`config.mk`:
```
export PLATFORM = sky130hd
export DESIGN_NAME = pair_gate_pipe
export DESIGN_NICKNAME = d
export VERILOG_FILES = /design/src/rtl/pair_gate_pipe_pkg.sv /design/src/rtl/pair_gate_pipe_stage.sv /design/src/rtl/pair_gate_pipe.sv
export SDC_FILE = /design/constraint.sdc
export NUM_CORES = 1
export LEC_CHECK = 0
export BUFFER_PORTS_ARGS = -buffer_cell sky130_fd_sc_hd__buf_4
export CORE_MARGIN = 1
export CORE_UTILIZATION = 23
export CTS_CLUSTER_DIAMETER = 50
export DETAILED_ROUTE_END_ITERATION = 8
export PLACE_DENSITY = 0.46
export RECOVER_POWER = 100
export SETUP_SLACK_MARGIN = 0.05
export SYNTH_ARGS = -nofsm -noshare
export SYNTH_HDL_FRONTEND = slang
export SYNTH_SLANG_ARGS = --single-unit
export TNS_END_PERCENT = 10
```
`constraint.sdc`:
```
create_clock -name clk -period 1.8 [get_ports clk]
set_clock_uncertainty 0.2 [all_clocks]
set_input_delay 0.09 -clock clk [delete_from_list [all_inputs] [get_ports clk]]
set_output_delay 0.09 -clock clk [all_outputs]
set_load 0.03 [all_outputs]
```
`src/rtl/pair_gate_pipe_pkg.sv`:
```
// Shared definitions for the pair-gate pipeline: op encoding and the per-pair
// two-input gate evaluation.
package pair_gate_pkg;

    localparam int unsigned OP_W = 2;

    typedef enum logic [OP_W-1:0] {
        OP_AND  = 2'd0,
        OP_OR   = 2'd1,
        OP_XOR  = 2'd2,
        OP_NAND = 2'd3
    } op_t;

    function automatic logic pair_eval(input op_t op, input logic in0, input logic in1);
        logic y;
        case (op)
            OP_AND:  y = in0 & in1;
            OP_OR:   y = in0 | in1;
            OP_XOR:  y = in0 ^ in1;
            OP_NAND: y = ~(in0 & in1);
            default: y = 1'b0;
        endcase
        return y;
    endfunction

endpackage

```
`src/rtl/pair_gate_pipe_stage.sv`:
```
// One pipeline register stage holding valid, y and z; loads only when the
// shared advance enable is high, so bubbles move with the data.
module pair_gate_stage #(
    parameter int unsigned WIDTH = 4
) (
    input  logic             clk,
    input  logic             rst_n,
    input  logic             en,
    input  logic             d_valid,
    input  logic [WIDTH-1:0] d_y,
    input  logic [WIDTH-1:0] d_z,
    output logic             q_valid,
    output logic [WIDTH-1:0] q_y,
    output logic [WIDTH-1:0] q_z
);

    always_ff @(posedge clk or negedge rst_n) begin
        if (!rst_n) begin
            q_valid <= 1'b0;
            q_y     <= '0;
            q_z     <= '0;
        end else if (en) begin
            q_valid <= d_valid;
            q_y     <= d_y;
            q_z     <= d_z;
        end
    end

endmodule

```
`src/rtl/pair_gate_pipe.sv`:
```
// Bank of NUM_PAIRS selectable two-input gates feeding a STAGES-deep
// valid/ready pipeline, with a wrapping count of completed output transfers.
module pair_gate_pipe
    import pair_gate_pkg::*;
#(
    parameter int unsigned NUM_PAIRS = 4,
    parameter int unsigned STAGES    = 2,
    parameter int unsigned CNT_W     = 16
) (
    input  logic                   clk,
    input  logic                   rst_n,
    input  logic                   in_valid,
    output logic                   in_ready,
    input  logic [2*NUM_PAIRS-1:0] in_data,
    input  logic [OP_W-1:0]        in_op,
    output logic                   out_valid,
    input  logic                   out_ready,
    output logic [NUM_PAIRS-1:0]   out_y,
    output logic [NUM_PAIRS-1:0]   out_z,
    output logic [CNT_W-1:0]       out_count
);

    logic                 en;
    logic [NUM_PAIRS-1:0] eval_y;
    logic [NUM_PAIRS-1:0] eval_z;
    logic [STAGES:0]      valid_pipe;
    logic [NUM_PAIRS-1:0] y_pipe [0:STAGES];
    logic [NUM_PAIRS-1:0] z_pipe [0:STAGES];
    logic [CNT_W-1:0]     count;

    // Whole pipe advances in lockstep; bubbles are only squeezed out by the
    // output side draining, never by an internal stall.
    assign en       = ~out_valid | out_ready;
    assign in_ready = en;

    for (genvar k = 0; k < NUM_PAIRS; k++) begin : g_pair
        assign eval_y[k] = pair_eval(op_t'(in_op), in_data[2*k], in_data[2*k+1]);
        assign eval_z[k] = ~in_data[2*k];
    end

    assign valid_pipe[0] = in_valid;
    assign y_pipe[0]     = eval_y;
    assign z_pipe[0]     = eval_z;

    for (genvar s = 1; s <= STAGES; s++) begin : g_stage
        pair_gate_stage #(
            .WIDTH (NUM_PAIRS)
        ) u_stage (
            .clk     (clk),
            .rst_n   (rst_n),
            .en      (en),
            .d_valid (valid_pipe[s-1]),
            .d_y     (y_pipe[s-1]),
            .d_z     (z_pipe[s-1]),
            .q_valid (valid_pipe[s]),
            .q_y     (y_pipe[s]),
            .q_z     (z_pipe[s])
        );
    end

    assign out_valid = valid_pipe[STAGES];
    assign out_y     = y_pipe[STAGES];
    assign out_z     = z_pipe[STAGES];

    always_ff @(posedge clk or negedge rst_n) begin
        if (!rst_n) begin
            count <= '0;
        end else if (out_valid && out_ready) begin
            count <= count + CNT_W'(1);
        end
    end

    assign out_count = count;

endmodule

```
==> impl_metrics.toml <==
[synth]
async_reset_ff_share_pct = 100
ys_warn_count = 0
ys_types = 25
netlist_instances = 146
synth.top_cell.area_share_pct = 51.8
synth-edff-count = 0
synth_area_leaders = "dfrtp_1 52%, ha_1 6.8%, mux2_2 6.8%"
ys.flop_type = "dfrtp_1"
syn-num-nets = 169
synth_area_mm2 = 0.00164
synth.avg_cell_area_um2 = 11.3
yosys_register_bits = 34
seq_area_frac_synth_pct = 51.8
yosysTopAreaCell = "dfrtp_1"

[global_route]
antenna_found_initial = 0
grt_use_total_pct = 9.47
first_global_vias = 1139
grt_pass1_wl_um = 5380
grt_max_degree = 35
grt-ovfl-total = 0

[sta]
drv_slew = 0
worst-slew-pin-transition_ns = 0.841
timing.final.crit_share_pct = 91.4
final.setup.tns_ns = 0
setup_viol = 0
hold_violations = 0
min_period_ns = 1.65
max_freq_mhz = 608
slew_headroom_pct = 43.9
rsz0062_at_grt = "no"

[cts]
cts_tree = "done"
clk_pin_slew_ns = 0.07
cts_buffer_depth = 2
cts_buffers = 5
cts_sinks = 34
clock_latency_ns = 0.28
cts-root-buf = "clkbuf_8"
h-tree-depth = 2
post_cts_buffers = 0

[critical_path]
crit_slowest_cell = "dlygate4sd3_1"
worstPathArrival_ns = 1.65
worstPathCellList = "dlygate4sd3_1 > buf_4 > and4_1 > nand4_4 > nor4_4 > xor2_1"
cp_top_family = "simple AND/OR/NAND/NOR gates"
cp.required_ns = 1.80
critPathLaunchType = "input pin"
timing.rr.start = "out_count[2]$_DFFE_PN0P_"
reg2reg_slack_ns = 0.16
worstSetupStartpoint = "out_ready"
slowest_delay_ns = 0.52
cp.depth = 6
worstSetupEndpointType = "flop"
path_buf_inv = 2
worstPathMaxFanout = 5
r2r_end = "out_count[14]$_DFFE_PN0P_"
reg2reg_depth = 4
worstSetupEndpoint = "out_count[14]$_DFFE_PN0P_"
crit_type = "input pin to flop"

[detailed_routing]
drt-pass1-iter-count = 4
drtIter0Drc = 36
vias = 1186
wl_per_cell_um = 10.9
wirelength_um = 3230
ant_nets = 0
drcViolationCount = 0
vias_per_cell = 4.01

[floorplanning]
die_area_mm2 = 0.00749
coreArea_mm2 = 0.00683
die-height_um = 86.5
initial_core_util_pct = 24.1
num_rows = 30
chipWidth_um = 86.5
ioPinCount = 40

[cells_and_area]
most-common-layout-cells = "34 x dfrtp_1, 30 x clkbuf_1, 15 x nor2_1, 14 x inv_1, 13 x a21oi_1"
nets = 222
area_growth_pct = 30.2
final_common_cell = "dfrtp_1"
seqCellArea_um2 = 851
instances_no_fill = 296
diodes = 0
drive_above_1_share_pct = 18.0
nFillCells = 755
multiInputGateArea_um2 = 724

[placed_design]
dp_hpwl_um = 2270
place_congestion = 0.661
dp_cells = 280
io_buffers = 39

[pwr]
p_per_area_mw_per_mm2 = 1060
leakagePower_nw = 0.994
total_power_mw = 2.26
vdd_drop_max_uv = 330

[run_status]
status = "finished clean"

[hold_path]
hp-class = "input pin to flop"

[job]
max_cap_viol_count = 0
-- metrics by stage --
step                      hold WS (ns)  area (um^2)  worst slack, ns  util [%]
after global routing             0.117         2140           0.0574      31.3
final                           0.0936         2140            0.154      31.3
after detailed placement        -0.126         2080            0.151      30.4
after global placement          -0.127         2080            0.181      30.4
after floorplan                 -0.406         1650           0.0328         -
after CTS                       0.0857         2250            0.131      32.9
-- kinds of logic (layout without fill, tap and decap cells) --
kind of cell / count (synthesis) / after routing / synth area share (%)
XOR/XNOR: 15 / 15 / 7.99
AND/OR/NAND/NOR: 39 / 39 / 14.4
multiplexers: 13 / 13 / 8.68
buffers and inverters: 19 / 73 / 4.57
flip-flops: 34 / 34 / 51.8
AO/OA/AOI/OAI: 17 / 17 / 5.78
adder cells (fa/ha/maj): 9 / 9 / 6.85
-- repair_timing --
item | CTS | global route
hold buffers | 8 | 0
resized for setup | 0 | 1
endpoints found under the setup margin | 0 | 2
hold endpoints to repair | 45 | 0
-- power breakdown --
part           internal, mW  total, mW  switching [mW]
Sequential            0.898       1.02           0.125
Combinational         0.230      0.654           0.425
Clock                 0.309      0.582           0.274
-- tightest hold or removal path, stage by stage --
cell and delay (ns):
buf_4 0.17, a211oi_1 0.09, a21oi_1 0.11, a21oi_1 0.07
-- area by class of cell --
type	count	share of cell area [%]
sequential	34	39.7
multi-input combinational	93	33.8
timing repair buffer	51	14.1
tap	96	5.61
clock buffer	7	4.03
inverter	14	2.45
clock inverter	1	0.234
-- state kept, by name, indices dropped and copies added (netlist names) --
name	count
g_stage.u_stage.q_y	8
out_count	16
g_stage.u_stage.q_z	8
g_stage.u_stage.q_valid	2
-- worst min path at each step --
stage | start | endpoint | slack, ns | cells past startpoint
after floorplan | rst_n | g_stage[1].u_stage.q_valid$_DFFE_PN0P_ | -0.41 | 0
after global placement | rst_n | out_count[5]$_DFFE_PN0P_ | -0.13 | 1
after detailed placement | rst_n | out_count[6]$_DFFE_PN0P_ | -0.13 | 1
after CTS | in_op[0] | g_stage[1].u_stage.q_y[1]$_DFFE_PN0P_ | 0.09 | 4
after global routing | in_op[0] | g_stage[1].u_stage.q_y[2]$_DFFE_PN0P_ | 0.12 | 4
final | in_op[0] | g_stage[1].u_stage.q_y[3]$_DFFE_PN0P_ | 0.09 | 4
-- Yosys cell counts (2+ instances only) --
library cell / instances
dfrtp_1: 34
nor2_1: 15
inv_1: 14
a21oi_1: 13
mux2_2: 10
ha_1: 9
xnor2_1: 8
xor2_1: 7
nand3_1: 5
a211oi_1: 4
nand2_1: 4
nor3_1: 4
buf_2: 3
mux2i_1: 3
nand2b_1: 2
nand4_1: 2
-- routing by layer --
layer  global-route usage [%]  wire length (um)
met5                        0                 0
met4                     4.55                61
met3                     3.43               182
met2                     13.8              1330
met1                     12.4              1660
Power figures use the tool's default switching activity.
